===== config.mk =====
export PLATFORM = sky130hd
export DESIGN_NAME = cnn_img_loader
export DESIGN_NICKNAME = d
export VERILOG_FILES = /design/src/rtl/cnn_img_loader.sv
export SDC_FILE = /design/constraint.sdc
export NUM_CORES = 1
export LEC_CHECK = 0
export CAP_MARGIN = 20
export CORE_ASPECT_RATIO = 2
export CORE_MARGIN = 8
export CORE_UTILIZATION = 54
export CTS_BUF_LIST = sky130_fd_sc_hd__clkbuf_16
export DETAILED_ROUTE_END_ITERATION = 10
export PLACE_DENSITY = 0.79
export SYNTH_ARGS = -nofsm -noshare
export SYNTH_HDL_FRONTEND = slang
export SYNTH_SLANG_ARGS = --single-unit
export TNS_END_PERCENT = 20

===== constraint.sdc =====
create_clock -name clk -period 2.5 [get_ports clk]
set_clock_uncertainty 0.1 [all_clocks]
set_input_delay 0.5 -clock clk [delete_from_list [all_inputs] [get_ports clk]]
set_output_delay 0.5 -clock clk [all_outputs]
set_load 0.005 [all_outputs]

===== src/rtl/cnn_img_loader.sv =====
// cnn_img_loader: UART byte to PIX_W-bit pixel RAM loader with skid byte, overrun flag; CNN_LOADER_TIMEOUT_EN adds partial-frame timeout
module cnn_img_loader #(
    parameter int PIX_W       = 1,
    parameter int NUM_PIX     = 784,
    parameter int ADDR_W      = 10,
    parameter int TIMEOUT_CYC = 65535
) (
    input  logic              clk,
    input  logic              rst,
    input  logic [7:0]        rx_data,
    input  logic              rx_rdy,
    input  logic              clr,
    output logic              wr_en,
    output logic [ADDR_W-1:0] wr_addr,
    output logic [PIX_W-1:0]  wr_data,
    output logic              busy,
    output logic              frame_done,
    output logic              overrun,
    output logic              timeout
);
    localparam int PPB = 8 / PIX_W;
    typedef enum logic {IDLE, UNPACK} state_t;
    state_t            state_q, state_d;
    logic [7:0]        shift_q, shift_d, hold_q, hold_d;
    logic              hold_full_q, hold_full_d;
    logic [2:0]        cnt_q, cnt_d;
    logic [ADDR_W-1:0] ptr_q, ptr_d, wr_addr_q, wr_addr_d;
    logic [PIX_W-1:0]  wr_data_q, wr_data_d;
    logic              wr_en_q, wr_en_d, frame_done_q, frame_done_d;
    logic              overrun_q, overrun_d, timeout_q, timeout_d;
    logic              last;
`ifdef CNN_LOADER_TIMEOUT_EN
    localparam int TO_W = $clog2(TIMEOUT_CYC + 1);
    logic [TO_W-1:0]   idle_q, idle_d;
`endif
    if (!(PIX_W == 1 || PIX_W == 2 || PIX_W == 4 || PIX_W == 8) || (NUM_PIX * PIX_W) % 8 != 0 ||
        (1 << ADDR_W) < NUM_PIX || TIMEOUT_CYC < 1) begin : g_bad_param
        $error("cnn_img_loader: illegal parameter set");
    end
    always_comb begin
        last        = state_q == UNPACK && cnt_q == 3'(PPB - 1);
        state_d     = state_q;
        shift_d     = shift_q;
        hold_d      = hold_q;
        hold_full_d = hold_full_q;
        cnt_d       = cnt_q;
        overrun_d   = overrun_q;
        ptr_d       = ptr_q;
        if (last && hold_full_q) begin
            shift_d     = hold_q;
            cnt_d       = '0;
            hold_full_d = rx_rdy;
            hold_d      = rx_rdy ? rx_data : hold_q;
        end else if (rx_rdy && (state_q == IDLE || last)) begin
            shift_d = rx_data;
            cnt_d   = '0;
            state_d = UNPACK;
        end else if (last) begin
            state_d = IDLE;
        end else if (state_q == UNPACK) begin
            cnt_d = cnt_q + 3'd1;
            if (rx_rdy && hold_full_q) begin
                overrun_d = 1'b1;
            end else if (rx_rdy) begin
                hold_d      = rx_data;
                hold_full_d = 1'b1;
            end
        end
        // outputs are registered, so the pixel for the next cycle is selected from the next shift state
        wr_en_d      = state_d == UNPACK;
        wr_addr_d    = wr_en_d ? ptr_q : wr_addr_q;
        wr_data_d    = wr_en_d ? PIX_W'(shift_d >> (cnt_d * PIX_W)) : wr_data_q;
        if (wr_en_d)
            ptr_d = ptr_q == ADDR_W'(NUM_PIX - 1) ? '0 : ptr_q + 1'b1;
        frame_done_d = wr_en_q && wr_addr_q == ADDR_W'(NUM_PIX - 1);
        timeout_d    = 1'b0;
`ifdef CNN_LOADER_TIMEOUT_EN
        idle_d = '0;
        if (state_q == IDLE && ptr_q != '0 && !rx_rdy) begin
            if (idle_q == TO_W'(TIMEOUT_CYC - 1)) begin
                timeout_d = 1'b1;
                ptr_d     = '0;
            end else begin
                idle_d = idle_q + 1'b1;
            end
        end
`endif
    end
    always_ff @(posedge clk) begin
        if (rst || clr) begin
            state_q      <= IDLE;
            shift_q      <= '0;
            hold_q       <= '0;
            hold_full_q  <= 1'b0;
            cnt_q        <= '0;
            ptr_q        <= '0;
            wr_en_q      <= 1'b0;
            wr_addr_q    <= '0;
            wr_data_q    <= '0;
            frame_done_q <= 1'b0;
            overrun_q    <= 1'b0;
            timeout_q    <= 1'b0;
`ifdef CNN_LOADER_TIMEOUT_EN
            idle_q       <= '0;
`endif
        end else begin
            state_q      <= state_d;
            shift_q      <= shift_d;
            hold_q       <= hold_d;
            hold_full_q  <= hold_full_d;
            cnt_q        <= cnt_d;
            ptr_q        <= ptr_d;
            wr_en_q      <= wr_en_d;
            wr_addr_q    <= wr_addr_d;
            wr_data_q    <= wr_data_d;
            frame_done_q <= frame_done_d;
            overrun_q    <= overrun_d;
            timeout_q    <= timeout_d;
`ifdef CNN_LOADER_TIMEOUT_EN
            idle_q       <= idle_d;
`endif
        end
    end
    assign wr_en      = wr_en_q;
    assign wr_addr    = wr_addr_q;
    assign wr_data    = wr_data_q;
    assign busy       = state_q == UNPACK || hold_full_q;
    assign frame_done = frame_done_q;
    assign overrun    = overrun_q;
    assign timeout    = timeout_q;
endmodule


==> results by group <==
Cells and area
  • Finished Cell Area: around 2600 um2
  • Fin nets: 300
  • Fillers: 316
  • Ratio of cells with drive above 1 in the final layout: 0.115
  • N_diodes: 0
  • Syn-to-layout area delta: 26.9%

Timing
  • Final worst setup slack: 171 ps
  • Final min period: approximately 2300 ps
  • Achievable frequency: 429 MHz
  • Final setup vio count: 0
  • Period utilization: 0.931
  • Final hold viol count: 0
  • Slew @ Worst Pin: 501 ps
  • Relative slew slack: 0.664
  • Final TNS setup: 0 ps
  • Slew Viols, Final: 0
  • Unrepaired setup endpoints after global routing: false

Global routing
  • Vias in the first global route: around 2000
  • GRT Resource Usage Total: 0.170
  • Initial antenna violation count: 0
  • First-pass GRT wire length: 8580 um
  • Pin count of the biggest net entering global routing: 19
  • Grt total ovfl: 0

Worst setup path
  • Cell Chain, Critical Path: ha_1 -> ha_1 -> nor2b_1 -> nand2_1 -> and2_1 -> a22oi_2 -> o31ai_1 -> a221oi_2
  • Reg2reg start: cnt_q[0]
  • Critical Path RT: 2600 ps
  • Critical path class: reg2reg
  • Buffers & Inverters on Critical Path: 0
  • Slowest cell on crit path: nor2b_1
  • R2r endpoint: wr_data
  • CP delay by family, top: simple AND/OR/NAND/NOR gates
  • CP Launch Type: flip-flop
  • R2R setup slack: 170 ps
  • Most numerous cell on the critical path: ha_1
  • Cells on worst reg2reg path: 8
  • CP Data Arrival Time: 2430 ps
  • CP max stage delay: 380 ps
  • CP Capture Type: flip-flop
  • Maximum fanout along the worst path: 6

Synth
  • Synthesis-stage register bit count: 44
  • Post-Synthesis Cells: about 250
  • Post-synth EDFFs: 0
  • Mux contribution to synthesized area: 0.0736
  • Yosys warning total: 0
  • Syn nets: 266
  • Count leader, synth: dfxtp_1
  • Post-synth cell types: 47
  • Synth async-reset ratio: 0
  • Ranking of synthesized cells by area: dfxtp_1, nand2_1, a21oi_1
  • Synth area leader: dfxtp_1
  • Simple-Gate Fraction of Synth Area: 0.235
  • Adder-Cell Fraction of Synth Area: 0.0181
  • Synth Cell Area: 2070 um2
  • Synth Flop Type: dfxtp_1
  • Seq/Total Area, Yosys: 0.425
  • Synth top cells by count: dfxtp_1, nand2_1, nor2_1
  • Largest family of logic cells by synthesized area: simple AND/OR/NAND/NOR gates
  • Complex-gate fraction of the synthesized area: 0.172
  • Syn avg cell area: around 8.3 um2
  • Top cell type's share of synthesized area: 0.425
  • Post-Synth XOR/XNOR Area: 0.0338

Die
  • Die area: ~6200 um2
  • Row count: 32
  • Core outline area: 3760 um2
  • Initial Util: 0.551
  • Die span in y: 104 um
  • DIE WIDTH: 59.8 um
  • Io pins: 28

Route
  • Final WL: just under 5000 um
  • Vias/cell: 5.64
  • Remaining DRCs: 0
  • Antenna-violating nets left: 0
  • Initial DRC Count: 41
  • Routed via count: about 1900
  • DRT Pass-1 Iters: 4
  • Detailed-route wire length per cell: 14.8 um

Clock network
  • Hold_buf cts: 0
  • Clk_lat worst skew: 280 ps
  • Longest Clk Path Bufs: 2
  • Clock transition at the registers of the reported paths: about 60 ps
  • CTS root buffer: clkbuf_16
  • CTS tree: yes
  • CTS Sinks: 44
  • Num CTS Buffers: 5
  • Htree depth: 2

Place
  • Hpwl dp: 3580 um
  • RePlAce Congestion: 0.937
  • Count of input and output buffers: 26
  • Placed cell areas: approximately 2500 um2
  • Post-Place Worst Slack: roughly 90 ps

Power and ir drop
  • Power density over the cells: 607 nW/um2
  • Internal: 1240 uW
  • Maximum vdd drop: 543 uV
  • Switching power share of the total: 0.221
  • Sequential Power Share: 0.449
  • Switch Pwr: 354 uW
  • Comb power frac: 0.082
  • Clock share of power: 0.469
  • Leakage: slightly above 0.0009 uW

Hold path
  • Min-delay src: wr_addr[7]
  • Worst hold path type: reg2reg
  • Hold worst-path end: wr_addr[7]
  • Hold path depth: 2

Run
  • Max Cap Viol: 0

Run status
  • Status: finished clean
## flip-flops by register name (all words and copies together) (netlist names)
register	flops
hold_q	8
hold_full_q	1
wr_en	1
frame_done	1
wr_addr	10
cnt_q	3
ptr_q	10
shift_q	8
wr_data	1
overrun	1
## routing by layer
metal  share of wire  global-route usage  up-vias
li1                -                   -      939
met5               0                   0        -
met2            0.51               0.290       61
met1            0.41               0.196      888
met4           0.021              0.0620        0
met3           0.052              0.0335       11
## what timing repair did
action	CTS	global route
endpoints found under the setup margin	0	1
buffers inserted	0	0
gates resized for setup	0	1
## worst max-delay path by stage
stage	start	end	depth (start not counted)	slack (ps)
floorplan	cnt_q[0]	wr_data	10	420
global placement	rx_rdy	wr_data	7	130
detailed placement	rx_rdy	wr_data	7	90
CTS	cnt_q[0]	wr_data	9	130
global route	cnt_q[0]	wr_data	8	50
finish	cnt_q[0]	wr_data	8	170
## area by class of cell
cell class	count	area [um2]	area share
multi-input combinational	188	1110	0.423
timing repair buffer	41	385	0.146
sequential	44	881	0.335
tap	51	63.8	0.0242
clock buffer	5	125	0.0475
inverter	5	18.8	0.00713
clock inverter	3	46.3	0.0176
## power by group through the flow
stage | clock network (uW) | logic, uW | registers (uW)
after floorplan | 0 | 77.8 | 731
final | 750 | 131 | 717
after global placement | 0 | 126 | 732
after global routing | 792 | 143 | 718
after detailed placement | 0 | 128 | 733
after CTS | 763 | 130 | 717
## worst min-delay path: cells and delay by family, from the launching register on
| kind | cells | cell delay (ps) |
|---|---|---|
| and+or+nand+nor | 1 | 50 |
| AOI/OAI and AO/OA | 1 | 50 |
| DFF | 1 | 310 |
## placed cells by master, fill, tap and decap left out, types with 2 or more instances in the layout
| cell | netlist | layout |
|---|---|---|
| nor2_1 | 32 | 32 |
| or2_2 | 2 | 2 |
| nand3_1 | 9 | 9 |
| o221a_2 | 2 | 2 |
| mux2i_1 | 13 | 13 |
| and3_1 | 2 | 2 |
| and2_1 | 2 | 2 |
| clkdlybuf4s50_1 | 0 | 26 |
| dfxtp_1 | 44 | 44 |
| nor3b_1 | 2 | 2 |
| nand4b_1 | 2 | 2 |
| nor3_1 | 2 | 2 |
| buf_4 | 1 | 14 |
| ha_1 | 3 | 3 |
| nand4_1 | 2 | 2 |
| clkbuf_16 | 0 | 5 |
| nand2_1 | 40 | 40 |
| nand2b_1 | 5 | 5 |
| nor4_1 | 2 | 2 |
| a21oi_1 | 27 | 27 |
| nor2b_1 | 2 | 2 |
| a22oi_2 | 1 | 2 |
| o21ai_0 | 6 | 6 |
| a221oi_1 | 2 | 2 |
| inv_1 | 4 | 4 |
| xor2_1 | 7 | 7 |
| mux2_2 | 2 | 2 |
| o2bb2ai_1 | 3 | 3 |
## per-stage QoR
| stage | std cells | total power (uW) | utilization | hold WS [ps] |
|---|---|---|---|---|
| after floorplan | 251 | 809 | - | 340 |
| after global placement | 329 | 858 | 0.653 | 350 |
| after detailed placement | 329 | 861 | 0.653 | 358 |
| after CTS | 337 | 1610 | 0.698 | 365 |
| after global routing | 337 | 1650 | 0.699 | 388 |
| final | 337 | 1600 | 0.699 | 363 |
## cell families after synthesis
kind of cell	count (synthesis)
AO/OA/AOI/OAI	55
multiplexers	15
adder cells (fa/ha/maj)	3
XOR/XNOR	8
buffers and inverters	19
other	1
AND/OR/NAND/NOR	106
flip-flops	44
Power figures use the tool's default switching activity.
